$ cat config.mk
export PLATFORM = sky130hd
export DESIGN_NAME = fb_write_arbiter
export DESIGN_NICKNAME = d
export VERILOG_FILES = /design/src/rtl/fb_write_arbiter.sv
export SDC_FILE = /design/constraint.sdc
export NUM_CORES = 1
export LEC_CHECK = 0
export CORE_ASPECT_RATIO = 1.1
export CORE_UTILIZATION = 47
export CTS_BUF_LIST = sky130_fd_sc_hd__clkbuf_2
export DETAILED_ROUTE_END_ITERATION = 10
export HOLD_SLACK_MARGIN = 0.12
export PLACE_DENSITY = 0.76
export SLEW_MARGIN = 30
export SYNTH_ARGS = -nofsm -noshare
export SYNTH_HDL_FRONTEND = slang
export SYNTH_SLANG_ARGS = --single-unit
$ cat constraint.sdc
create_clock -name clk -period 3.19 [get_ports clk]
set_input_delay 0.957 -clock clk [delete_from_list [all_inputs] [get_ports clk]]
set_output_delay 0.957 -clock clk [all_outputs]
set_load 0.05 [all_outputs]
$ cat src/rtl/fb_write_arbiter.sv
// Round-robin arbiter for the shared fb0/fb1 write port with one hold register per requester.
// Latency: accept at edge k, write strobe registered at edge k+1; ready deasserts only while a full hold loses arbitration.
module fb_write_arbiter #(
  parameter int ADDR_WIDTH   = 13,
  parameter int DATA_WIDTH   = 8,
  parameter int PANEL_WIDTH  = 104,
  parameter int PANEL_HEIGHT = 32
) (
  input  logic                  clk,
  input  logic                  reset,
  input  logic                  a_valid,
  output logic                  a_ready,
  input  logic [7:0]            a_x,
  input  logic [4:0]            a_y,
  input  logic                  a_panel,
  input  logic [DATA_WIDTH-1:0] a_data,
  input  logic                  b_valid,
  output logic                  b_ready,
  input  logic [7:0]            b_x,
  input  logic [4:0]            b_y,
  input  logic                  b_panel,
  input  logic [DATA_WIDTH-1:0] b_data,
  output logic                  wr_enable0,
  output logic                  wr_enable1,
  output logic [ADDR_WIDTH-1:0] wr_addr,
  output logic [DATA_WIDTH-1:0] wr_data,
  output logic                  grant_b,
  output logic                  oob_err
);

  typedef struct packed {
    logic [7:0]            x;
    logic [4:0]            y;
    logic                  panel;
    logic [DATA_WIDTH-1:0] data;
  } pix_t;

  localparam int CW = (ADDR_WIDTH > 16) ? ADDR_WIDTH : 16;
  localparam logic [7:0] PW8 = 8'(PANEL_WIDTH);

  logic a_full, b_full, last_b;
  pix_t a_hold, b_hold, sel;
  logic gnt_a, gnt_b, any_gnt, oob;
  logic [4:0] yr;
  logic [CW-1:0] addr_calc;

  // On a tie, the requester that did not win last time is served.
  assign gnt_a   = a_full && (!b_full || last_b);
  assign gnt_b   = b_full && (!a_full || !last_b);
  assign any_gnt = gnt_a || gnt_b;
  assign a_ready = !a_full || gnt_a;
  assign b_ready = !b_full || gnt_b;

  assign sel = gnt_b ? b_hold : a_hold;
  assign oob = sel.x >= PW8;
  // Top and bottom half rows are swapped in scan order; with 32 rows that is bit 4.
  assign yr  = sel.y ^ 5'b10000;

  always_comb begin
    addr_calc = CW'(sel.x[2:0]) * CW'(4 * PANEL_WIDTH)
              + CW'(sel.x[7:3]) * CW'(PANEL_HEIGHT)
              + CW'(yr);
  end

  always_ff @(posedge clk or negedge reset) begin
    if (!reset) begin
      a_full     <= 1'b0;
      b_full     <= 1'b0;
      last_b     <= 1'b1;
      a_hold     <= '0;
      b_hold     <= '0;
      wr_enable0 <= 1'b0;
      wr_enable1 <= 1'b0;
      wr_addr    <= '0;
      wr_data    <= '0;
      grant_b    <= 1'b0;
      oob_err    <= 1'b0;
    end else begin
      if (a_valid && a_ready) begin
        a_full <= 1'b1;
        a_hold <= '{x: a_x, y: a_y, panel: a_panel, data: a_data};
      end else if (gnt_a) begin
        a_full <= 1'b0;
      end

      if (b_valid && b_ready) begin
        b_full <= 1'b1;
        b_hold <= '{x: b_x, y: b_y, panel: b_panel, data: b_data};
      end else if (gnt_b) begin
        b_full <= 1'b0;
      end

      wr_enable0 <= 1'b0;
      wr_enable1 <= 1'b0;
      oob_err    <= 1'b0;
      if (any_gnt) begin
        last_b <= gnt_b;
        // Off-panel pixels are consumed without touching the write port.
        if (oob) begin
          oob_err <= 1'b1;
        end else begin
          wr_enable0 <= !sel.panel;
          wr_enable1 <= sel.panel;
          wr_addr    <= addr_calc[ADDR_WIDTH-1:0];
          wr_data    <= sel.data;
          grant_b    <= gnt_b;
        end
      end
    end
  end

endmodule
Word-level counts from Yosys, hierarchy flattened
Cells that the tools add are included.
{"block": "word_totals", "out_inout_bits": 27, "ff_bits": 72, "inputBits": 48}
{"block": "classes", "reduce_logical": 16, "bitwise_logic": 2, "muxes": 11, "multipliers": 1, "order_cmp": 1, "add_sub_neg": 2}
{"op": "22-bit two-way mux", "count": 1}
{"op": "12-bit by 10-bit adder with 13-bit output", "count": 1}
{"op": "13-bit by 5-bit adder with 13-bit output", "count": 1}
{"op": "1-bit two-way mux", "count": 10}
{"op": "8-bit by 7-bit greater-or-equal comparator with 1-bit output (second input constant)", "count": 1}
{"op": "3-bit by 4-bit multiplier with 7-bit output (second input constant)", "count": 1}
{"op": "1-bit logical OR", "count": 5}
{"op": "1-bit logical AND", "count": 4}
{"op": "1-bit logical NOT", "count": 4}
{"op": "2-bit nonzero test", "count": 2}
{"op": "1-bit inverter", "count": 2}
{"op": "2-bit AND reduction", "count": 1}

Logic depth before layout (Yosys ltp)
Gate-level depths: netlist of run 1.
{"block": "logic_depth", "depth_word": 7, "ltp_mapped": 15, "ltp_nobuf": 12}

Least setup slack after synthesis of run 1
No wires, ideal clock.
{"block": "synth_timing", "kind": "register -> register", "start": "reg last_b", "end": "reg wr_addr[10]", "period_less_slack_ns": 3.355, "arrival_ns": 3.285, "setup_ns": 0.070, "stages_incl_launch_ff": 13, "path_slack_ns": -0.165, "cell_sequence": "dfstp_2 > a21bo_2 > buf_2 > buf_2 > nand2_1 > nand2_1 > ha_1 > fa_1 > ha_1 > a211oi_1 > inv_1 > or4_1 > nand3b_1"}
{"block": "synth_between", "elab_chain_cells": 7, "elab_cells_between_ends": 14, "classes_between": "add/sub: 2; mul: 1; order compare: 1; mux: 1; bitwise: 2; reduce/logical: 7"}
{"element": "start, declared", "line_no": "41", "text": "logic a_full, b_full, last_b;"}
{"element": "start signal, assigned", "line_no": "97", "text": "last_b <= gnt_b;"}
{"element": "1-bit logical NOT", "line_no": "49", "text": "assign gnt_b = b_full && (!a_full || !last_b);"}
{"element": "1-bit logical OR", "line_no": "49"}
{"element": "1-bit logical AND", "line_no": "49"}
{"element": "22-bit two-way mux", "line_no": "54", "text": "assign sel = gnt_b ? b_hold : a_hold;"}
{"element": "3-bit by 4-bit multiplier with 7-bit output or 8-bit by 7-bit greater-or-equal comparator with 1-bit output (tied branches)", "line_no": "60, 55"}
{"element": "12-bit by 10-bit adder with 13-bit output or 1-bit inverter (tied branches)"}
{"element": "13-bit by 5-bit adder with 13-bit output or 2-bit AND reduction (tied branches)"}
{"element": "end signal, assigned", "line_no": "104", "text": "wr_addr <= addr_calc[ADDR_WIDTH-1:0];"}
{"element": "end, declared", "line_no": "25", "text": "output logic [ADDR_WIDTH-1:0] wr_addr,"}
Several ways; a longest one is shown, not always the timed one.
A chain may end at the register's enable or synchronous reset.

Worst setup path in the final report of run 1
{"block": "layout_timing", "start": "reg a_full", "end": "reg wr_addr[10]"}
{"block": "layout_between", "elab_chain_cells": 7, "elab_cells_between_ends": 13, "classes_between": "add/sub: 2; mul: 1; order compare: 1; mux: 1; bitwise: 2; reduce/logical: 6"}
{"element": "start, declared", "line_no": "41"}
{"element": "start signal, assigned", "line_no": "67", "text": "a_full <= 1'b0;"}
{"element": "start signal, assigned", "line_no": "80", "text": "a_full <= 1'b1;"}
{"element": "start signal, assigned", "line_no": "83", "text": "a_full <= 1'b0;"}
{"element": "1-bit logical NOT", "line_no": "49"}
{"element": "1-bit logical OR", "line_no": "49"}
{"element": "1-bit logical AND", "line_no": "49"}
{"element": "22-bit two-way mux", "line_no": "54"}
{"element": "3-bit by 4-bit multiplier with 7-bit output or 8-bit by 7-bit greater-or-equal comparator with 1-bit output (tied branches)", "line_no": "60, 55"}
{"element": "12-bit by 10-bit adder with 13-bit output or 1-bit inverter (tied branches)"}
{"element": "13-bit by 5-bit adder with 13-bit output or 2-bit AND reduction (tied branches)"}
Several ways; a longest one is shown, not always the timed one.

==> results by group, run 1 <==
Status
  – Status: complete, no violations

Synthesis
  – Synth Register Bits: a little over 70
  – Sequential share of the synthesized area: 53.91%
  – Post-synth EDFFs: 0
  – Syn Std Cell Area: 0.003344 mm^2
  – Top-count cell post-synth: dfrtp_1
  – Yosys warnings: 0
  – Post-synth top area share: 53.12%
  – Yosys cell types: 35
  – Avg Cell Area, Syn: ~12 um^2
  – Syn Nets: around 330
  – Async SR Flop Fraction: between 90% and 100%
  – Commonest cells post-synth: dfrtp_1, mux2_2, nand2_1, mux2i_1, o21ai_0
  – Synth Flop Type: dfrtp_1
  – Top cells by area, synth: dfrtp_1, mux2_2, mux2i_1
  – Synthesized instance count: about 270
  – Post-synth top area cell: dfrtp_1

STA
  – Setup TNS Final: 0 ns
  – Final slew viol count: 0
  – RSZ-0062 raised after global routing: true
  – Tmin final: 3.129 ns
  – Maximum clock rate: around 320 MHz
  – Final Cycle Share: a little over nine tenths
  – Final hold vios: 0
  – Final Skew: 0.01245 ns
  – Final setup fails: 0
  – Slew HR: 50.04%
  – Least-Margin Pin Slew: 0.7494 ns

Cells and area
  – Final non-filler cell total: 451
  – Layout cells sized above 1: 27.10%
  – Diodes inserted: 0
  – Final-stage net count: 424
  – Area grow syn2layout: 33.97%

Place
  – Routability Congestion: between 0.8 and 0.9
  – Port Buffer Count: 74
  – Post-DP HPWL: 4985 um
  – Placed Cells: 428

Worst setup path
  – CP max FO: 4
  – Setup CP Type: reg2reg
  – Critical Path Sink Type: flop
  – Worst path arrival time: 3.55 ns
  – CP endpoint: wr_addr[10]
  – CP required: 3.61 ns
  – RR Startpoint: a_full
  – R2r setup slk: 0.06 ns
  – Setup crit start: a_full
  – Cells on worst reg2reg path: 11
  – Worst reg2reg path endpoint: wr_addr[10]
  – Startpoint types: flop

Drt
  – Drt wl/cell: 15.54 um
  – DR pass1 iterations: 4
  – WL final: 7007 um
  – DRC Markers: 0
  – Post-DRT Antenna Nets: 0
  – Vias: 2370
  – Via density per instance: 5.255
  – Iteration-0 DRC Markers: between 100 and 150

Floorplanning
  – IO Pins: 75
  – Row cnt: 31
  – Starting Density: 49.56%
  – Die area: 0.007457 mm^2
  – Die width: approximately 80 um
  – Core ar.: 0.006749 mm^2
  – Die height: around 90 um

GRT
  – Vias in the first global route: 2429
  – Pin count of the biggest net entering global routing: 42
  – Congestion Overflow GR: 0
  – Global-route wire length before repair: 11360 um
  – Gr usage total: 20.47%
  – Initial antenna violation count: 0

Clock tree
  – Worst skew pair latency: 0.48 ns
  – CTS tree: done
  – Num CTS Buffers: 9
  – Sink Count: 72
  – Clk buf depth: 2
  – CTS hold repair buffers: 0
  – Clk slew on worst S/H paths: 0.18 ns
  – Root Driver: clkbuf_2
  – H-tree depth: 3

Min path
  – Hold WC Path Type: reg2reg

Power and ir drop
  – Leak pwr: 2.014 nW
  – Pwr dens: about 890 mW/mm^2
  – Max VDD drop: 843.3 uV

Flow run
  – # Max-Cap Violations: 0
worst min path at each step:
| stage | from | to | slack [ns] | cells after the start |
|---|---|---|---|---|
| after floorplan | b_hold[4] | b_hold[4] | 0.48 | 1 |
| after global placement | wr_addr[12] | wr_addr[12] | 0.46 | 2 |
| after detailed placement | wr_addr[12] | wr_addr[12] | 0.46 | 2 |
| after CTS | reset | a_hold[2] | 0.49 | 1 |
| after global routing | reset | a_hold[7] | 0.50 | 1 |
| final | wr_addr[12] | wr_addr[12] | 0.50 | 2 |
kinds of logic after synthesis:
kind of cell,count (synthesis),synth area share [%]
xor gates and xnor gates,5,1.309
buffers and inverters,16,2.170
adders and majority gates,12,4.714
and+or+nand+nor,61,7.819
muxes,68,22.18
AOI/OAI and AO/OA,40,7.894
DFF,72,53.91
layout by cell type, fill, tap and decap left out, types with 4 or more instances in the layout:
master	n
clkinv_2	4
mux2_2	48
dfrtp_1	71
nor2_1	11
buf_4	15
clkbuf_2	9
o21ai_0	17
mux2i_1	18
xnor2_1	4
clkdlybuf4s50_1	72
ha_1	7
nand2_1	37
where the power goes:
| group | switching, mW | leakage (nW) | internal, mW |
|---|---|---|---|
| logic | 1.25 | 1.09 | 0.919 |
| clock network | 0.313 | 0.0728 | 0.175 |
| registers | 0.150 | 0.855 | 1.16 |
sequential cells by signal, indices dropped and copies added, names as in the netlist:
register    cells
a_full          1
a_hold         22
grant_b         1
wr_data         8
wr_addr        13
b_full          1
last_b          1
wr_enable0      1
wr_enable1      1
b_hold         22
oob_err         1
worst max-delay path, cell delays in order, from the launching register on:
cell and delay, ns:
dfrtp_1 0.45, a21boi_4 0.22, mux2i_2 0.33, inv_1 0.11
ha_2 0.19, ha_2 0.19, fa_2 0.56, ha_4 0.22
a211oi_4 0.24, inv_1 0.08, or4_1 0.40, nand3b_1 0.10
what timing repair did:
action / CTS / global route
gates resized for setup: 4 / 11
endpoints found under the setup margin: 1 / 4
setup buffers: 6 / 1
pin swaps: 7 / 3
cloned: 0 / 0
stage by stage:
| stage | area (um^2) | power (mW) | util, % | hold slack [ns] | worst slack, ns |
|---|---|---|---|---|---|
| after floorplan | 3378 | 2.715 | - | 0.4786 | 0.005253 |
| after global placement | 4262 | 3.270 | 63.14 | 0.4578 | 0.04450 |
| after detailed placement | 4262 | 3.333 | 63.14 | 0.4612 | -0.05449 |
| after CTS | 4423 | 3.880 | 65.54 | 0.4882 | 0.008671 |
| after global routing | 4481 | 4.224 | 66.39 | 0.4966 | -0.08991 |
| final | 4481 | 3.976 | 66.39 | 0.4999 | 0.06068 |
layer usage:
layer  vias to the layer above  wire length (um)  GRT usage [%]
li1                       1134                 -              -
met3                        11               260          4.444
met5                         -                 0              0
met4                         0                99          9.211
met2                        61              3581          32.85
met1                      1164              3065          25.94
layout make-up:
class                   instances  area [um^2]
clock buffers                   9        45.04
clock inverters                 7        62.56
fillers                       539         2268
inverters                       4        17.52
multi-input cells             186         1559
flip-flops and latches         72         1803
well taps                      82        102.6
repair buffers                 91        890.9
(Power assumes the default switching activity.)
==> run 2, diff against run 1 <==
- HOLD_SLACK_MARGIN: 0.12 -> not set
==> results of run 2 <==
No change in the layout: final DEF, timing and power equal those of run 1.
